**src/rtl/cdb_arbiter.sv**
```systemverilog
// cdb_arbiter: three-way arbiter onto a single registered common data bus.
// Requester 0 = ALU, 1 = LSB, 2 = JUMP. Grants are combinational; the
// broadcast is registered, so a transfer at edge N is on cdb_* until N+1.
// Build option: define CDB_RR_EN for rotating priority; otherwise fixed
// priority 0 > 1 > 2 with no pointer state.
module cdb_arbiter #(
    parameter int DATA_W = 32,
    parameter int TAG_W  = 4
) (
    input  logic                   clk_in,
    input  logic                   rst_n_in,
    input  logic                   rdy_in,
    input  logic                   rollback_in,
    input  logic [2:0]             req_valid_in,
    input  logic [2:0][TAG_W-1:0]  req_tag_in,
    input  logic [2:0][DATA_W-1:0] req_data_in,
    output logic [2:0]             req_ready_out,
    output logic                   cdb_valid_out,
    output logic [TAG_W-1:0]       cdb_tag_out,
    output logic [DATA_W-1:0]      cdb_data_out,
    output logic [1:0]             cdb_src_out,
    output logic [15:0]            conflict_cnt_out
);

    // (a + b) mod 3 for operands already in 0..2
    function automatic logic [1:0] add_mod3(input logic [1:0] a, input logic [1:0] b);
        logic [2:0] s;
        s = {1'b0, a} + {1'b0, b};
        if (s >= 3'd3) s = s - 3'd3;
        return s[1:0];
    endfunction

    logic [1:0] base;      // requester that currently has top priority
    logic [1:0] win_idx;
    logic       win_hit;
    logic       grant_en;
    logic       any_grant;
    logic       conflict;

`ifdef CDB_RR_EN
    logic [1:0] ptr;
    assign base = ptr;
`else
    assign base = 2'd0;
`endif

    // grants are suppressed during reset, pause and flush
    assign grant_en = rst_n_in & rdy_in & ~rollback_in;

    // walk offsets 2..0 so the lowest offset from base is the final winner
    always_comb begin
        win_hit = 1'b0;
        win_idx = 2'd0;
        for (int j = 2; j >= 0; j--) begin
            if (req_valid_in[add_mod3(base, 2'(j))]) begin
                win_hit = 1'b1;
                win_idx = add_mod3(base, 2'(j));
            end
        end
    end

    // one-hot grant to the winner, or nothing
    always_comb begin
        req_ready_out = 3'b000;
        if (grant_en && win_hit) req_ready_out[win_idx] = 1'b1;
    end

    assign any_grant = |req_ready_out;
    assign conflict  = |(req_valid_in & ~req_ready_out);

    // broadcast register and saturating conflict counter
    always_ff @(posedge clk_in or negedge rst_n_in) begin
        if (!rst_n_in) begin
            cdb_valid_out    <= 1'b0;
            cdb_tag_out      <= '0;
            cdb_data_out     <= '0;
            cdb_src_out      <= 2'd0;
            conflict_cnt_out <= 16'd0;
        end else if (rdy_in) begin
            if (rollback_in) begin
                cdb_valid_out <= 1'b0;
            end else begin
                cdb_valid_out <= any_grant;
                if (any_grant) begin
                    cdb_tag_out  <= req_tag_in[win_idx];
                    cdb_data_out <= req_data_in[win_idx];
                    cdb_src_out  <= win_idx;
                end
                if (conflict && conflict_cnt_out != 16'hFFFF)
                    conflict_cnt_out <= conflict_cnt_out + 16'd1;
            end
        end
    end

`ifdef CDB_RR_EN
    // priority pointer moves just past the last winner; flush returns it to 0
    always_ff @(posedge clk_in or negedge rst_n_in) begin
        if (!rst_n_in) begin
            ptr <= 2'd0;
        end else if (rdy_in) begin
            if (rollback_in)    ptr <= 2'd0;
            else if (any_grant) ptr <= add_mod3(win_idx, 2'd1);
        end
    end
`endif

endmodule

```
**config.mk**
```make
export PLATFORM = sky130hd
export DESIGN_NAME = cdb_arbiter
export DESIGN_NICKNAME = d
export VERILOG_FILES = /design/src/rtl/cdb_arbiter.sv
export SDC_FILE = /design/constraint.sdc
export NUM_CORES = 1
export LEC_CHECK = 0
export ABC_AREA = 1
export CAP_MARGIN = 20
export CORE_UTILIZATION = 44
export DETAILED_ROUTE_END_ITERATION = 16
export GPL_ROUTABILITY_DRIVEN = 0
export HOLD_SLACK_MARGIN = 0.1
export PLACE_DENSITY = 0.95
export SYNTH_ARGS = -nofsm -noshare
export SYNTH_HDL_FRONTEND = slang
export SYNTH_SLANG_ARGS = --single-unit
```
**constraint.sdc**
```tcl
create_clock -name clk_in -period 2.9 [get_ports clk_in]
set_input_delay 0.435 -clock clk_in [delete_from_list [all_inputs] [get_ports clk_in]]
set_output_delay 0.435 -clock clk_in [all_outputs]
set_load 0.01 [all_outputs]
```
==> metrics.csv <==
stage,metric,value,unit
setup_path,FF-to-FF Start,conflict_cnt_out[0],
timing,crit path time final,2.491,ns
setup_path,Worst Path Max Fanout,9,
clock_tree,Skew-Pair Late Insertion Delay,0.31,ns
finish,Area Overhead vs Synth,56.16,%
detailed_routing,drt drc,0,
clock_tree,worst-case clock buffer depth,2,
die,area of the core,7331,µm²
logic_synthesis,Netlist cell types,31,
setup_path,worst reg2reg path endpoint,conflict_cnt_out[14],
timing,RSZ-0062 raised after global routing,false,
timing,Tcrit/Tclk final,0.8591,
run_status,status,"complete, no violations",
place,post-DP HPWL,8.282,mm
global_routing,GR Util met2,0.4890,
detailed_routing,vias per std cell,5.157,
timing,max_slew headroom,0.5294,
timing,Max Clk Rate,401.4,MHz
setup_path,Startpoint Class,primary input,
setup_path,Critical Path Sink Type,output port,
die,Die W,89.64,µm
clock_tree,CTS buffer count,5,
finish,number of fill cells,517,
setup_path,Worst Path Arrival,2.06,ns
logic_synthesis,Syn Inst Count,457,
setup_path,WP data required,2.47,ns
clock_tree,post-CTS setup repair buffer count,0,
finish,area of the multi-input gates,1640,µm²
timing,Final Hold Violating Endpoints,0,
logic_synthesis,syn_nets,573,
detailed_routing,DR iter-0 viols,225,
global_routing,vias in the first global route,3605,
setup_path,Setup CP Type,in -> out,
finish,diode count,0,
timing,Final setup viols,0,
logic_synthesis,Post-Syn Area,3379,µm²
clock_tree,post-CTS sizing,0,
global_routing,GRT Total Usage,0.2748,
detailed_routing,drt wl/cell,15.04,µm
detailed_routing,drt first pass iters,5,
pwr,Leak,2.402,nW
detailed_routing,post-route ant nets,0,
logic_synthesis,largest family of logic cells by synthesized area,simple AND/OR/NAND/NOR gates,
clock_tree,H-tree depth,2,
setup_path,most numerous cell on the critical path,clkdlybuf4s50_1,
finish,"Core Util, Final",0.7199,
logic_synthesis,Simple-Gate Fraction of Synth Area,0.2569,
clock_tree,Root Driver,clkbuf_8,
setup_path,CP max stage cell,clkdlybuf4s50_1,
timing,setup TNS,0,ns
global_routing,first-pass GRT wire length,16.77,mm
setup_path,CP max stage delay,0.58,ns
global_routing,initial antenna violation count,0,
logic_synthesis,Synth Area in Adders,0.003702,
setup_path,R2R Setup Slk,1.18,ns
pwr,Peak VDD IR,0.2237,mV
logic_synthesis,mux cell area share after synthesis,0,
place,IO Port Bufs,172,
timing,slew at the pin with the worst max-slew slack,0.7058,ns
global_routing,grt met3 use,0.04479,
global_routing,GRT busiest layer,met2,
clock_tree,clk sinks,55,
logic_synthesis,yosys warns,0,
finish,Nets,734,
detailed_routing,Post-Route WL,10.80,mm
die,die area,8035,µm²
logic_synthesis,sequential-to-total area share from yosys stat,0.4073,
global_routing,largest net degree at the start of global routing,68,
logic_synthesis,Avg Synthesized Cell Area,7.395,µm²
clock_tree,CTS tree,done,
die,DIE HEIGHT,89.64,µm
finish,Sequential Area,1376,µm²
logic_synthesis,XOR/XNOR Fraction of Synth Area,0.02073,
die,row cnt,31,
flow_run,max_cap viols,0,
finish,layout cell share with drive strength beyond 1,0.07754,
timing,"Slew Viols, Final",0,
die,Starting Density,0.4610,
logic_synthesis,Compound-Gate Fraction of Synth Area,0.2010,
global_routing,GR Layer Usage met1,0.3224,
pwr,Tot Pwr,0.002457,W
setup_path,CP Cell Sequence,"clkdlybuf4s50_1, inv_4, nand2_4, nor2_4, inv_2, nor2_1, clkdlybuf4s50_1",
setup_path,Reg2Reg Depth,8,
logic_synthesis,Synth Register Bits,55,
detailed_routing,vias after detailed routing,3703,
die,num ports,173,
worst_hold_path,worst min path class,in -> async,
clock_tree,clock-pin slew on the worst setup and hold paths,0.10,ns
timing,worst clock skew,0.005213,ns
global_routing,Overflow after GRT,0,
pwr,pwr/cell area,465.6,nW/µm²
clock_tree,cts hold-fix bufs,0,
==> per-layer routing <==
metal / part of all wire / vias to the layer above
li1: - / 1802
met4: 0.040 / 0
met2: 0.51 / 157
met3: 0.057 / 38
met5: 0 / -
met1: 0.39 / 1706
==> cells in the mapped netlist, drive strengths merged <==
master    n  area (µm²)
a21oi    73       369.1
buf      21       138.9
clkbuf    4       15.01
dfrtp    55        1376
ha        1       12.51
inv      57       219.0
nand2   121       506.7
nand3    16       102.6
nand4     6       37.54
nor2     49       216.5
nor3      1       5.000
o211ai   30       225.2
o21ai    14       73.82
o21bai    1       11.26
xnor2     6       52.55
xor2      2       17.52
==> critical path, delay by kind of cell <==
| kind | cells | cell delay [ns] |
|---|---|---|
| AND/OR/NAND/NOR | 3 | 0.37 |
| buffers and inverters | 4 | 1.24 |
==> flip-flops by register name, indices dropped and copies added, names as in the netlist <==
name	flops
cdb_src_out	2
cdb_valid_out	1
cdb_tag_out	4
cdb_data_out	32
conflict_cnt_out	16
==> layout make-up <==
class                   instances  area share
repair buffers                179      0.3376
clock inverters                 3     0.01280
flip-flops and latches         55      0.2608
clock buffers                   5     0.01304
inverters                      57     0.04149
well taps                      99     0.02347
multi-input cells             320      0.3108
==> layout by cell type (no fill, tap or decap), types with 2 or more instances in the layout <==
cell type,netlist,final
a21oi_1,72,72
buf_4,5,6
bufinv_16,0,2
clkbuf_8,0,5
clkdlybuf4s50_1,0,171
dfrtp_1,55,55
inv_1,52,52
inv_2,3,3
inv_4,2,2
nand2_1,106,105
nand2_2,12,13
nand2_4,3,3
nand3_1,13,13
nand3_2,2,2
nand4_1,6,6
nor2_1,44,44
nor2_4,4,4
o211ai_1,30,30
o21ai_0,9,9
o21ai_1,4,4
xnor2_1,6,6
xor2_1,2,2
==> how the worst max path moves through the flow <==
stage,start,cells past startpoint,endpoint
2_1_floorplan,req_valid_in[1],7,req_ready_out[2]
3_3_place_gp,req_valid_in[0],7,req_ready_out[2]
3_5_place_dp,req_valid_in[0],8,cdb_data_out[5]
4_1_cts,req_valid_in[0],7,req_ready_out[2]
5_1_grt,req_valid_in[0],7,req_ready_out[2]
6_report,req_valid_in[0],7,req_ready_out[2]
==> logic make-up after synthesis <==
group	after synthesis
simple gates	193
fa+ha+maj	1
buf+inv	82
compound gates	118
xor+xnor	8
flops	55
==> through the flow <==
step | setup slack, ns | area [µm²] | hold slack (ns) | instances
2_1_floorplan | 1.242 | 3379 | 0.1394 | 457
3_3_place_gp | 0.4506 | 5141 | 0.4726 | 710
3_5_place_dp | 0.3772 | 5141 | 0.4781 | 710
4_1_cts | 0.3999 | 5278 | 0.3308 | 718
5_1_grt | 0.3545 | 5278 | 0.3482 | 718
6_report | 0.4086 | 5278 | 0.3009 | 718
==> power by group <==
part / switching, W / internal, W
Combinational: 0.000365 / 0.000483
Sequential: 0.000110 / 0.000897
Clock: 0.000257 / 0.000344
Total: 0.000733 / 0.00172
Note: power is estimated with default switching activity, not from simulation.
